===== config.mk =====
export PLATFORM = sky130hd
export DESIGN_NAME = pwm_voice_scheduler
export DESIGN_NICKNAME = d
export VERILOG_FILES = /design/src/rtl/synth_pkg.sv /design/src/rtl/mem_port_arbiter.sv /design/src/rtl/pwm_voice_scheduler.sv
export SDC_FILE = /design/constraint.sdc
export NUM_CORES = 1
export LEC_CHECK = 0
export ABC_AREA = 1
export BUFFER_PORTS_ARGS = -buffer_cell sky130_fd_sc_hd__buf_2
export CAP_MARGIN = 20
export CORE_UTILIZATION = 56
export CTS_BUF_LIST = sky130_fd_sc_hd__clkbuf_4 sky130_fd_sc_hd__clkbuf_8
export CTS_CLUSTER_DIAMETER = 120
export CTS_CLUSTER_SIZE = 10
export DETAILED_ROUTE_END_ITERATION = 16
export MAX_ROUTING_LAYER = met4
export PLACE_DENSITY = 0.83
export SYNTH_ARGS = -nofsm -noshare
export SYNTH_HDL_FRONTEND = slang
export SYNTH_HIERARCHICAL = 1
export SYNTH_SLANG_ARGS = --single-unit

===== constraint.sdc =====
create_clock -name clk -period 2.3 [get_ports clk]
set_clock_uncertainty 0.05 [all_clocks]
set_input_delay 0.345 -clock clk [delete_from_list [all_inputs] [get_ports clk]]
set_output_delay 0.345 -clock clk [all_outputs]
set_load 0.01 [all_outputs]

===== src/rtl/synth_pkg.sv =====
// Shared constants and types for the synth memory port and PWM voice scheduler.
// Mailbox words carry an enable bit and an 8-bit duty; bits [14:8] are reserved.
package synth_pkg;

   localparam int MEM_ADDR_W = 10;
   localparam int MEM_DATA_W = 16;
   localparam int NUM_PWM    = 8;
   localparam logic [MEM_ADDR_W-1:0] MAILBOX_BASE = 10'h3F0;

   localparam int EN_BIT   = 15;
   localparam int DUTY_MSB = 7;
   localparam int DUTY_W   = DUTY_MSB + 1;

   typedef enum logic [1:0] {
      IDLE   = 2'd0,
      FETCH  = 2'd1,
      COMMIT = 2'd2
   } sched_state_e;

endpackage


===== src/rtl/mem_port_arbiter.sv =====
// Combinational owner selection for the single synth memory port.
// The wait counter bounds how long the core can starve a voice fetch.
module mem_port_arbiter
   import synth_pkg::*;
#(
   parameter int                ADDR_W    = MEM_ADDR_W,
   parameter int                IDX_W     = 3,
   parameter logic [ADDR_W-1:0] BASE_ADDR = MAILBOX_BASE,
   parameter int                MAX_WAIT  = 4
) (
   input  logic              clk,
   input  logic              reset_n,
   input  logic              fetch_active_in,
   input  logic              fetch_start_in,
   input  logic              core_req_in,
   input  logic              core_we_in,
   input  logic [ADDR_W-1:0] core_addr_in,
   input  logic [IDX_W-1:0]  voice_idx_in,
   output logic              sched_grant_out,
   output logic              core_stall_out,
   output logic [ADDR_W-1:0] mem_addr_out,
   output logic              mem_we_out
);

   localparam int WAIT_W = $clog2(MAX_WAIT + 1);

   logic [WAIT_W-1:0] wait_q;
   logic [WAIT_W-1:0] wait_d;
   logic              core_grant;
   logic              sched_grant;

   always_comb begin
      core_grant  = ~fetch_active_in | (core_req_in & (wait_q != WAIT_W'(MAX_WAIT)));
      sched_grant = fetch_active_in & ~core_grant;

      wait_d = wait_q;
      if (fetch_start_in) begin
         wait_d = '0;
      end else if (fetch_active_in) begin
         // Only a cycle the core actually takes counts as lost.
         wait_d = sched_grant ? '0 : wait_q + WAIT_W'(1);
      end
   end

   always_ff @(posedge clk or negedge reset_n) begin
      if (!reset_n) begin
         wait_q <= '0;
      end else begin
         wait_q <= wait_d;
      end
   end

   assign sched_grant_out = sched_grant;
   assign core_stall_out  = core_req_in & ~core_grant;
   assign mem_addr_out    = sched_grant ? (BASE_ADDR + ADDR_W'(voice_idx_in)) : core_addr_in;
   assign mem_we_out      = core_grant & core_req_in & core_we_in;

endmodule


===== src/rtl/pwm_voice_scheduler.sv =====
// Per-sample-tick fetch of the voice mailbox into shadow registers, then an
// atomic commit of all duty/enable outputs so the PWMs never see a mixed frame.
module pwm_voice_scheduler
   import synth_pkg::*;
#(
   parameter int                NUM_VOICES = NUM_PWM,
   parameter int                ADDR_W     = MEM_ADDR_W,
   parameter int                DATA_W     = MEM_DATA_W,
   parameter logic [ADDR_W-1:0] BASE_ADDR  = MAILBOX_BASE,
   parameter int                TICK_DIV   = 2500,
   parameter int                MAX_WAIT   = 4
) (
   input  logic                    clk,
   input  logic                    reset_n,
   input  logic                    core_req_in,
   input  logic                    core_we_in,
   input  logic [ADDR_W-1:0]       core_addr_in,
   input  logic [DATA_W-1:0]       core_wdata_in,
   output logic [DATA_W-1:0]       core_rdata_out,
   output logic                    core_stall_out,
   output logic [ADDR_W-1:0]       mem_addr_out,
   output logic [DATA_W-1:0]       mem_wdata_out,
   output logic                    mem_we_out,
   input  logic [DATA_W-1:0]       mem_rdata_in,
   input  logic                    ovr_clr_in,
   output logic [8*NUM_VOICES-1:0] duty_out,
   output logic [NUM_VOICES-1:0]   voice_en_out,
   output logic                    frame_done_out,
   output logic                    overrun_out
);

   localparam int IDX_W  = (NUM_VOICES > 1) ? $clog2(NUM_VOICES) : 1;
   localparam int TICK_W = (TICK_DIV > 1) ? $clog2(TICK_DIV) : 1;
   localparam logic [IDX_W-1:0]  LAST_IDX  = IDX_W'(NUM_VOICES - 1);
   localparam logic [TICK_W-1:0] TICK_LAST = TICK_W'(TICK_DIV - 1);

   sched_state_e state_q;
   sched_state_e state_d;
   logic [TICK_W-1:0] tick_q;
   logic [TICK_W-1:0] tick_d;
   logic [IDX_W-1:0]  idx_q;
   logic [IDX_W-1:0]  idx_d;
   logic              pending_q;
   logic              pending_d;
   logic              overrun_q;
   logic              overrun_d;
   logic              frame_done_q;

   // Shadow keeps only the enable bit and duty byte of each mailbox word.
   logic [DUTY_W:0]   shadow_q [NUM_VOICES];
   logic [DUTY_W-1:0] duty_q   [NUM_VOICES];
   logic [NUM_VOICES-1:0] en_q;

   logic tick_wrap;
   logic fetch_start;
   logic fetch_active;
   logic commit;
   logic sched_grant;

   mem_port_arbiter #(
      .ADDR_W    (ADDR_W),
      .IDX_W     (IDX_W),
      .BASE_ADDR (BASE_ADDR),
      .MAX_WAIT  (MAX_WAIT)
   ) u_arb (
      .clk             (clk),
      .reset_n         (reset_n),
      .fetch_active_in (fetch_active),
      .fetch_start_in  (fetch_start),
      .core_req_in     (core_req_in),
      .core_we_in      (core_we_in),
      .core_addr_in    (core_addr_in),
      .voice_idx_in    (idx_q),
      .sched_grant_out (sched_grant),
      .core_stall_out  (core_stall_out),
      .mem_addr_out    (mem_addr_out),
      .mem_we_out      (mem_we_out)
   );

   assign tick_wrap    = (tick_q == TICK_LAST);
   assign tick_d       = tick_wrap ? '0 : tick_q + TICK_W'(1);
   assign fetch_active = (state_q == FETCH);

   always_comb begin
      state_d     = state_q;
      idx_d       = idx_q;
      fetch_start = 1'b0;
      commit      = 1'b0;
      case (state_q)
         IDLE: begin
            if (pending_q) begin
               state_d     = FETCH;
               idx_d       = '0;
               fetch_start = 1'b1;
            end
         end
         FETCH: begin
            if (sched_grant) begin
               idx_d = idx_q + IDX_W'(1);
               if (idx_q == LAST_IDX) begin
                  state_d = COMMIT;
               end
            end
         end
         COMMIT: begin
            commit  = 1'b1;
            state_d = IDLE;
         end
         default: begin
            state_d = IDLE;
         end
      endcase
   end

   // A wrap that lands while busy or already queued keeps a single frame pending.
   always_comb begin
      pending_d = pending_q;
      if (tick_wrap) begin
         pending_d = 1'b1;
      end else if (fetch_start) begin
         pending_d = 1'b0;
      end

      overrun_d = overrun_q;
      if (tick_wrap && ((state_q != IDLE) || pending_q)) begin
         overrun_d = 1'b1;
      end else if (ovr_clr_in) begin
         overrun_d = 1'b0;
      end
   end

   always_ff @(posedge clk or negedge reset_n) begin
      if (!reset_n) begin
         state_q      <= IDLE;
         tick_q       <= '0;
         idx_q        <= '0;
         pending_q    <= 1'b0;
         overrun_q    <= 1'b0;
         frame_done_q <= 1'b0;
      end else begin
         state_q      <= state_d;
         tick_q       <= tick_d;
         idx_q        <= idx_d;
         pending_q    <= pending_d;
         overrun_q    <= overrun_d;
         frame_done_q <= commit;
      end
   end

   always_ff @(posedge clk or negedge reset_n) begin
      if (!reset_n) begin
         for (int i = 0; i < NUM_VOICES; i++) begin
            shadow_q[i] <= '0;
            duty_q[i]   <= '0;
         end
         en_q <= '0;
      end else begin
         for (int i = 0; i < NUM_VOICES; i++) begin
            if (sched_grant && (idx_q == IDX_W'(i))) begin
               shadow_q[i] <= {mem_rdata_in[EN_BIT], mem_rdata_in[DUTY_MSB:0]};
            end
            if (commit) begin
               duty_q[i] <= shadow_q[i][DUTY_W-1:0];
               en_q[i]   <= shadow_q[i][DUTY_W];
            end
         end
      end
   end

   for (genvar gi = 0; gi < NUM_VOICES; gi++) begin : g_voice_out
      assign duty_out[8*gi +: 8] = duty_q[gi];
      assign voice_en_out[gi]    = en_q[gi];
   end

   assign core_rdata_out = mem_rdata_in;
   assign mem_wdata_out  = core_wdata_in;
   assign frame_done_out = frame_done_q;
   assign overrun_out    = overrun_q;

endmodule


==> impl_metrics.tcl <==
set metrics [dict create \
    combPwrFrac_pct 21.2 \
    end_kind "primary output" \
    gp_congestion 0.877 \
    yosys_register_bits 167 \
    dieWidth_um 114 \
    slew_viol_final 0 \
    yosys_warnings 6 \
    synth_top_family_by_area "simple AND/OR/NAND/NOR gates" \
    hold_slack_ns 0.107 \
    synth_area_mm2 0.00699 \
    ant_nets 0 \
    syn-num-nets 826 \
    setup_tns_ns 0 \
    fin_area_mm2 0.00786 \
    diodes 0 \
    die-area_mm2 0.0129 \
    synth-compound-area-share_pct 5.93 \
    clk_transition_reported_paths_ns 0.08 \
    grt_use_met2_pct 37.9 \
    use_met1_pct 32.4 \
    maxCapViolCount 0 \
    finalNetCount 913 \
    hold_viol 0 \
    synthArstFlopShare_pct 100 \
    synth_commonest_cells "nand2_1 (338), dfrtp_1 (167), o21ai_0 (76)" \
    synth_edf_count 0 \
    slew_headroom_pct 49.3 \
    required_ns 1.90 \
    synth_ff_type "dfrtp_1" \
    groute.layer.met3.usage_pct 5.69 \
    vias 5190 \
    cts_inserted_buffers 17 \
    cts_setup_buffers 0 \
    wl_um 14400 \
    seq_power_share_pct 53.2 \
    synthToLayoutAreaGrowth_pct 12.5 \
    dpl_cell_area_mm2 0.00744 \
    die_y_um 114 \
    finalPower_w 0.00781 \
    hpwl_um 9800 \
    power.switching_w 0.00253 \
    crit_path_end "mem_addr_out[3]" \
    core-area_mm2 0.0121 \
    rr_endpoint "shadow_q[7]$_DFFE_PN0P_" \
    wl_per_cell_um 13.9 \
    ff2ff_path_depth 8 \
    hp-class "input port to register" \
    synth_area_leaders "dfrtp_1 (60%), nand2_1 (18%), o21ai_0 (5.4%)" \
    grt_util_all_layers_pct 24.6 \
    cts_root_buf "clkbuf_8" \
    first_iter_violations 358 \
    fin_crit_sh_pct 92.3 \
    grt_max_degree 74 \
    p_leak_nw 4.47 \
    synthMuxAreaShare_pct 0 \
    via_per_inst 5.00 \
    fillers 1022 \
    clock-sinks 167 \
    r2r-start "u_arb/wait_q[0]$_DFFE_PN0P_" \
    r2r_setup_slack_ns 0.39 \
    startpoint "u_arb/wait_q[0]$_DFFE_PN0P_" \
    yosys.area_share.adder_pct 1.61 \
    worstSetupPathType "register to primary output" \
    clk_path_buf_depth 2 \
    yosys.area_share.simple_pct 23.5 \
    synthCells 770 \
    yosysMostFrequentCell "nand2_1" \
    timing.fmax_mhz 471 \
    initial_utilization_pct 57.7 \
    yosysTopAreaCellShare_pct 59.8 \
    cp_data_arrival_time_ns 1.73 \
    cts_max_level 4 \
    layout-drive-gt1-share_pct 20.6 \
    ios 165 \
    clockPowerShare_pct 25.7 \
    antenna_found_initial 0 \
    status "finished clean" \
    fin_crit_ns 2.12 \
    gr-total-overflow 0 \
    dr.pass1.iters 5 \
    top_usage_layer "met2" \
    ir_drop_v 0.000391 \
    tightest_slew_ns 0.760 \
    grt_first_pass_wirelength_um 23600 \
    cts_tree "yes" \
    synth_top_area_cell "dfrtp_1" \
    io_buffers 118 \
    clock_latency_ns 0.46 \
    yosysUniqueCellTypes 27 \
    path_max_fanout 13 \
    critPathLaunchType "register" \
    synthXorXnorAreaFrac_pct 0.376 \
    ys_seq_area_share_pct 59.8 \
    finalSetupViolations 0 \
    swShare_pct 32.3 \
    drc_errors 0 \
    floorplan.rows 40 \
    p_per_area_mw_per_mm2 994 \
    first_global_vias 4836 \
    p_int_w 0.00529 \
    rsz0062_at_grt "false" \
    synth_area_per_cell_um2 9.08 \
]
-- metrics by stage --
step	std cells	worst slack (ns)	utilization [%]
floorplan	770	0.675	-
global placement	1005	0.382	61.4
detailed placement	1005	0.219	61.4
CTS	1038	0.0140	64.7
global route	1038	0.0274	64.9
finish	1038	0.176	64.9
-- flip-flops by register name (all words and copies together), names as in the netlist --
| register | count |
|---|---|
| shadow_q | 72 |
| tick_q | 12 |
| overrun_out | 1 |
| duty_out | 64 |
| idx_q | 3 |
| pending_q | 1 |
| u_arb/wait_q | 3 |
| frame_done_out | 1 |
| voice_en_out | 8 |
| state_q | 2 |
-- what timing repair did --
item,CTS,global route
setup endpoints to repair,0,4
hold endpoints to repair,39,0
hold buffers,1,0
gates resized for setup,0,6
-- worst min path at each step --
stage               startpoint                  endpoint  slack, ns  cells past startpoint
CTS                 ovr_clr_in   overrun_out$_DFFE_PN0P_       0.10                      4
detailed placement     reset_n  frame_done_out$_DFF_PN0_       0.24                      1
finish              ovr_clr_in   overrun_out$_DFFE_PN0P_       0.11                      4
floorplan              reset_n   duty_out[0]$_DFFE_PN0P_    -0.0006                      0
global route        ovr_clr_in   overrun_out$_DFFE_PN0P_       0.12                      4
global placement       reset_n  frame_done_out$_DFF_PN0_       0.23                      1
-- kinds of logic after synthesis --
logic type	Yosys count
AOI/OAI and AO/OA	82
xor gates and xnor gates	3
buffers and inverters	105
adders and majority gates	9
DFF	167
and+or+nand+nor	404
-- power by group through the flow --
stage / logic (W) / registers, W / clock network, W
2_1_floorplan: 0.00110 / 0.00416 / 0
3_5_place_dp: 0.00163 / 0.00419 / 0
6_report: 0.00165 / 0.00416 / 0.00200
3_3_place_gp: 0.00154 / 0.00417 / 0
5_1_grt: 0.00192 / 0.00424 / 0.00215
4_1_cts: 0.00164 / 0.00415 / 0.00204
-- final cells by class --
cell class	instances	area [um^2]	area share, %
multi-input cells	498	2210	28.1
clock buffers	22	290	3.69
inverters	46	185	2.36
flip-flops and latches	167	4180	53.2
repair buffers	127	692	8.80
clock inverters	10	97.6	1.24
well taps	168	210	2.67
-- routing by layer --
| layer | vias up | wire [um] |
|---|---|---|
| li1 | 2546 | - |
| met1 | 2472 | 6660 |
| met2 | 151 | 6840 |
| met3 | 21 | 722 |
| met4 | 0 | 225 |
| met5 | - | 0 |
-- critical path: stages, from the launching register on --
cell and delay [ns]:
dfrtp_1 0.37, inv_1 0.08, ha_1 0.21, nand2_2 0.08, nand2_4 0.09, nand2_8 0.12
clkinv_8 0.09, nor2_1 0.10, buf_2 0.14
-- layout by cell type (no fill, tap or decap), types with 2 or more instances in the layout --
master,count
o22ai_1,2
nor2_1,26
nand3_2,7
clkinv_4,2
buf_12,2
ha_1,9
a21oi_1,3
clkbuf_8,20
nor2_2,2
nor2_4,2
buf_2,117
nand2_2,4
inv_1,42
nand3_1,14
xor2_1,2
buf_4,6
nand4_1,6
clkinvlp_4,6
nand2_1,338
clkbuf_4,2
inv_2,3
o21ai_0,76
dfrtp_1,167
Power figures use the tool's default switching activity.
